--- src/rtl/des_pkg.sv ---
// des_pkg: shared block width and FSM state encoding for the DES CBC chainer
package des_pkg;
  localparam int DES_BLK_W = 64;
  typedef enum logic [1:0] {IDLE, ISSUE, WAIT, EMIT} state_e;
endpackage

--- src/rtl/des_cbc_chain.sv ---
// des_cbc_chain: CBC/ECB chaining wrapper around an external DES round engine, one block in flight
module des_cbc_chain
  import des_pkg::*;
#(
  parameter int CNT_W = 16
) (
  input  logic                 clk1,
  input  logic                 reset_n,
  input  logic                 mode_cbc,
  input  logic                 decrypt,
  input  logic [DES_BLK_W-1:0] iv,
  input  logic                 iv_load,
  input  logic                 in_valid,
  output logic                 in_ready,
  input  logic [DES_BLK_W-1:0] in_data,
  output logic                 core_start,
  output logic [DES_BLK_W-1:0] core_in,
  input  logic                 core_done,
  input  logic [DES_BLK_W-1:0] core_out,
  output logic                 out_valid,
  input  logic                 out_ready,
  output logic [DES_BLK_W-1:0] out_data,
  output logic                 busy,
  output logic [CNT_W-1:0]     block_count
);
  state_e               state_q, state_d;
  logic [DES_BLK_W-1:0] chain_q, chain_d, blk_q, blk_d, core_in_q, core_in_d, out_q, out_d;
  logic                 cbc_q, cbc_d, dec_q, dec_d;
  logic [CNT_W-1:0]     cnt_q, cnt_d;
  logic                 accept, done_w, iv_w;
  assign accept = in_valid && in_ready;
  assign done_w = (state_q == WAIT) && core_done;
  assign iv_w   = (state_q == IDLE) && iv_load;
  // state register
  always_ff @(posedge clk1 or negedge reset_n)
    if (!reset_n) state_q <= IDLE;
    else          state_q <= state_d;
  // next-state logic; core_done outside WAIT never moves the FSM
  always_comb begin
    state_d = state_q;
    unique case (state_q)
      IDLE:    state_d = accept ? ISSUE : IDLE;
      ISSUE:   state_d = WAIT;
      WAIT:    state_d = core_done ? EMIT : WAIT;
      EMIT:    state_d = out_ready ? IDLE : EMIT;
      default: state_d = IDLE;
    endcase
  end
  // outputs decoded from state; in_ready also drops while iv is being loaded
  always_comb begin
    in_ready   = (state_q == IDLE) && !iv_load && reset_n;
    core_start = state_q == ISSUE;
    out_valid  = state_q == EMIT;
    busy       = state_q != IDLE;
  end
  // datapath next state: capture on accept, chain/result update on core_done
  always_comb begin
    blk_d     = accept ? in_data : blk_q;
    cbc_d     = accept ? mode_cbc : cbc_q;
    dec_d     = accept ? decrypt : dec_q;
    core_in_d = accept ? ((mode_cbc && !decrypt) ? in_data ^ chain_q : in_data) : core_in_q;
    out_d     = done_w ? ((cbc_q && dec_q) ? core_out ^ chain_q : core_out) : out_q;
    chain_d   = iv_w ? iv : (done_w && cbc_q) ? (dec_q ? blk_q : core_out) : chain_q;
    cnt_d     = cnt_q + CNT_W'(out_valid && out_ready);
  end
  // datapath registers
  always_ff @(posedge clk1 or negedge reset_n)
    if (!reset_n) begin
      chain_q   <= '0;
      blk_q     <= '0;
      core_in_q <= '0;
      out_q     <= '0;
      cbc_q     <= 1'b0;
      dec_q     <= 1'b0;
      cnt_q     <= '0;
    end else begin
      chain_q   <= chain_d;
      blk_q     <= blk_d;
      core_in_q <= core_in_d;
      out_q     <= out_d;
      cbc_q     <= cbc_d;
      dec_q     <= dec_d;
      cnt_q     <= cnt_d;
    end
  assign core_in     = core_in_q;
  assign out_data    = out_q;
  assign block_count = cnt_q;
endmodule

--- config.mk ---
export PLATFORM = sky130hd
export DESIGN_NAME = des_cbc_chain
export DESIGN_NICKNAME = d
export VERILOG_FILES = /design/src/rtl/des_pkg.sv /design/src/rtl/des_cbc_chain.sv
export SDC_FILE = /design/constraint.sdc
export NUM_CORES = 1
export LEC_CHECK = 0
export ABC_CLOCK_PERIOD_IN_PS = 2490
export CAP_MARGIN = 40
export CORE_ASPECT_RATIO = 1.25
export CORE_UTILIZATION = 50
export DETAILED_ROUTE_END_ITERATION = 8
export GPL_TIMING_DRIVEN = 1
export HOLD_SLACK_MARGIN = 0.06
export PLACE_DENSITY = 0.81
export SYNTH_ARGS = -nofsm -noshare
export SYNTH_HDL_FRONTEND = slang
export SYNTH_SLANG_ARGS = --single-unit
export TNS_END_PERCENT = 50
--- constraint.sdc ---
create_clock -name clk1 -period 2.49 [get_ports clk1]
set_input_delay 0.6225 -clock clk1 [delete_from_list [all_inputs] [get_ports clk1]]
set_output_delay 0.6225 -clock clk1 [all_outputs]
set_load 0.05 [all_outputs]
### After elaboration in Yosys (flattened, before gate mapping)

Cells that the tools add are included.

* register bits: 276
* input port bits: 200
* output and inout bits: 148
* word-level logic and storage cells: 37

* $add $sub $neg: 1
* equality and inequality tests: 3
* muxes and demuxes: 9
* bitwise gates (word level): 2
* reduce and logical (&&, ||, !) cells: 14

Operator list (number)
* $mux W64: 5
* $xor A64 B64 Y64: 2
* $add A16 B1 Y16: 1
* $logic_and A1 B1 Y1: 9
* $pmux W2 S4: 1
* $eq A2 B2 Y1 const B: 2
* $reduce_bool A2 Y1: 2
* $eq A2 B1 Y1 const B: 1
* $logic_not A1 Y1: 2
* $logic_not A2 Y1: 1
* $mux W1: 2
* $mux W2: 1

### Depth between registers and ports, before layout

* word-level depth: 6
* depth in mapped cells: 6
* depth with buffers taken out: 6

### Worst setup path after synthesis

Ideal clock, no wire load.

* kind: input -> register
* from: input iv_load
* to: register blk_q[38]
* library setup time: 0.128 ns
* arrival time: 2.539 ns
* data required time: 2.362 ns
* path slack: -0.176 ns
* cell stages on the path: 5
* buffers on the path: 2
* path through: nor4b_2 -> nand2_1 -> buf_2 -> buf_2 -> mux2_1

* longest elaborated chain between the ends: 4

RTL lines
* start: declaration: line des_cbc_chain.sv:12 `input logic iv_load,`
* $logic_not A1 Y1: line des_cbc_chain.sv:51 `in_ready = (state_q == IDLE) && !iv_load && reset_n;`
* $logic_and A1 B1 Y1 (2 in a row): line des_cbc_chain.sv:51
* $logic_and A1 B1 Y1: line des_cbc_chain.sv:31 `assign accept = in_valid && in_ready;`
* end signal: assignment: line des_cbc_chain.sv:78 `blk_q <= blk_d;`
* end: declaration: line des_cbc_chain.sv:27 `logic [DES_BLK_W-1:0] chain_q, chain_d, blk_q, blk_d, core_in_q, core_in_d, out_q, out_d;`

No other way between the ends.
A chain may end at the register's enable or synchronous reset.

### Worst setup path in the final report

* from: register cnt_q[4], in the netlist block_count[4]
* to: output block_count[4]

RTL lines
* start: declaration: line des_cbc_chain.sv:29 `logic [CNT_W-1:0] cnt_q, cnt_d;`
* start signal: assignment: line des_cbc_chain.sv:83 `cnt_q <= cnt_d;`
* end: declaration: line des_cbc_chain.sv:24 `output logic [CNT_W-1:0] block_count`

No word-level cell between the ends.

==> flow_summary.toml <==
[die]
fp.dieArea_um2 = 28700
core_area_um2 = 27600
row_count = 68
die_w_um = 152
ioPinCount = 348
die-height_um = 189
start_util_pct = 50.7

[pwr]
p_seq_share_pct = 32.1
clkPwrFrac_pct = 17.7
irDropWorstVdd_mv = 1.12
p_per_area_nw_per_um2 = 1320
leakage_nw = 8.08
power_mw = 24.9
netSwitchingFraction_pct = 40.7
combPwrFrac_pct = 50.2
p_int_mw = 14.8
p_sw_mw = 10.2

[grt]
track_usage_pct = 25.6
grt_max_degree = 145
grt_pass1_vias = 10300
grt_pass1_wl_um = 56700
antenna_found_initial = 5
grt_overflow = 0

[synth]
synth_cell_types = 28
ys_ff_latch = 276
ys_top_cells_by_area = "dfrtp_1 49%, mux2_2 20%, mux2_4 6.4%"
synth_top_family_by_area = "multiplexers"
synth.most_common_cell = "dfrtp_1"
synth-compound-area-share_pct = 2.41
synth-warning-count = 0
synthTopCellsByCount = "276 x dfrtp_1, 254 x mux2_2, 74 x xor2_1"
yosysTopAreaCell = "dfrtp_1"
synthFlopType = "dfrtp_1"
synth_edf_count = 0
synth.yosys.seq_area_share_pct = 49.4
avgSynthCellArea_um2 = 12.5
synthMuxAreaShare_pct = 27.5
yosysTopAreaCellShare_pct = 49.4
synth.net_count = 1318
synthArstFlopShare_pct = 100
synth-xor-area-share_pct = 8.89
synthAdderAreaFrac_pct = 0.268
yosys.area_share.simple_pct = 8.84
syn_area_um2 = 14000
syn_inst = 1115

[clocking]
root_buffer = "clkbuf_16"
cts_buffers = 29
cts.clk_slew.worst_paths_ns = 0.06
clock_sinks = 276
cts_buffer_depth = 3
cts_tree = "done"
clk_latency_ns = 0.55
htree_num_levels = 1

[worst_setup_path]
cp.arrival_ns = 1.82
critPathMaxFanout = 5
r2r-end = "chain_q[55]"
rr_startpoint = "dec_q"
crit_chain = "clkdlybuf4s50_1"
path_delay_family = "buffers and inverters"
reg2reg_depth = 4
endpoint = "block_count[4]"
cp_num_buf_inv = 1
cpPeakStageDelay_ns = 0.84
r2r_slack_ns = 0.44
cp.depth = 1
crit_type = "flip-flop to output pin"
critPathLaunchType = "flip-flop"
worstSetupEndpointType = "output pin"
crit_required_ns = 1.87
startpoint = "block_count[4]"
crit_path_top_delay_cell = "clkdlybuf4s50_1"

[place]
placed_cells = 1759
place_hpwl_um = 23900
io_buffers = 347
gp_congestion = 0.790

[route]
drt_iter0_markers = 431
routed.top_layer = "met5"
viasPerCell = 5.47
wl_met1_um = 14500
vias = 9947
route.met2.wl_um = 18200
wl_met3_um = 2160
drt_pre_antenna_iters = 4
route.detailed.drc = 0
totalWireLength_um = 36600
drtAntennaViolNets = 0
wire_per_inst_um = 20.1

[cells_and_area]
nFillCells = 1998
stdcell_count = 1818
fin_nets = 1644
multi_input_area_um2 = 6730
seqCellArea_um2 = 6910
areaGrowthSynthToFinish_pct = 35.3
finalCoreUtilization_pct = 68.7
drive_gt1_share_pct = 27.4

[timing]
slew_violations = 0
grt_setup_unrepaired = "no"
period_share_pct = 98.0
period_needed_ns = 2.44
maxSlewHeadroom_pct = 47.5
timing.hold.ws_ns = 0.201
final.setup_skew_ns = 0.0171
worst_slew_pin_slew_ns = 0.788
hold_violations = 0
fmax_mhz = 410
setup-violations-final = 0

[min_path]
hp-class = "input pin to async pin"

[outcome]
outcome = "completed"

[job]
maxCapViolCount = 0
==> sequential cells by signal (all words and copies together) (netlist names) <==
| name | flops |
|---|---|
| out_data | 64 |
| dec_q | 1 |
| chain_q | 64 |
| cbc_q | 1 |
| blk_q | 64 |
| block_count | 16 |
| state_q | 2 |
| core_in | 64 |
==> layout make-up <==
cell class	count	area share, %
inverters	3	0.0595
flip-flops and latches	276	36.5
repair buffers	371	20.3
clock inverters	12	0.621
well taps	350	2.31
multi-input cells	760	35.6
clock buffers	42	4.57
diodes	4	0.0529
==> worst min path at each step <==
stage	endpoint	slack (ns)	cells past startpoint
detailed placement	block_count[15]	0.47	1
floorplan	blk_q[0]	0.33	0
CTS	chain_q[53]	0.23	2
finish	chain_q[53]	0.20	2
global placement	block_count[15]	0.46	1
global route	out_data[63]	0.27	2
==> power groups by stage <==
| stage | logic [mW] | registers [mW] | clock network [mW] |
|---|---|---|---|
| after floorplan | 5.13 | 11.3 | 0 |
| after global placement | 12.3 | 7.96 | 0 |
| after detailed placement | 12.6 | 8.06 | 0 |
| after CTS | 12.6 | 8.01 | 4.50 |
| after global routing | 13.2 | 8.29 | 4.68 |
| final | 12.5 | 8.00 | 4.41 |
==> cell usage in the layout, fill, tap and decap left out, types with 2 or more instances in the layout <==
cell type	synthesis	routed
buf_12	0	16
diode_2	0	4
buf_4	0	11
o21ai_0	64	64
inv_1	3	3
xnor2_1	68	68
nor2b_1	2	2
nand3_1	71	71
dlymetal6s2s_1	0	3
xor2_1	74	74
clkbuf_16	0	29
clkbuf_8	0	9
bufinv_16	0	2
mux2_2	254	254
clkinv_2	0	8
nand3b_1	65	65
mux2_1	8	8
nand4_1	3	3
mux2_4	60	60
nand2_1	70	69
dfrtp_1	276	274
inv_6	0	2
nor4_1	4	4
buf_2	23	2
ha_1	3	3
clkdlybuf4s50_1	0	337
nor3_1	4	4
clkbuf_1	28	4
nor2_1	3	3
==> kinds of logic (layout without fill, tap and decap cells) <==
kind of cell | count (synthesis) | after routing
DFF | 276 | 276
muxes | 322 | 322
other | 0 | 4
buffers and inverters | 79 | 428
xor gates and xnor gates | 142 | 142
and+or+nand+nor | 227 | 227
AOI/OAI and AO/OA | 66 | 66
adders and majority gates | 3 | 3
==> repair_timing <==
action | in CTS | in global routing
hold buffers | 0 | 0
buffers inserted | 0 | 1
gates resized for setup | 1 | 3
setup endpoints to repair | 1 | 3
pin swaps | 0 | 1
cloned | 0 | 0
==> per-stage QoR <==
step / setup WS (ns) / cell area (µm²) / setup TNS, ns
finish: 0.0493 / 18900 / 0
CTS: 0.00549 / 18900 / 0
global placement: -0.0297 / 17900 / -1.54
global route: 0.00840 / 18900 / 0
floorplan: 0.211 / 14000 / 0
detailed placement: -0.0512 / 17900 / -2.09
==> routing by layer <==
layer  track usage, %  vias to the layer above
li1                 -                     4532
met1             31.1                     5010
met2             43.6                      310
met3             4.29                       93
met4             12.5                        2
met5                0                        -
==> worst reg2reg max path, delay by kind of cell, from the launching register on <==
family	cells	cell delay (ns)
muxes	3	0.91
DFF	1	0.72
buffers and inverters	1	0.29
(Power assumes the default switching activity.)
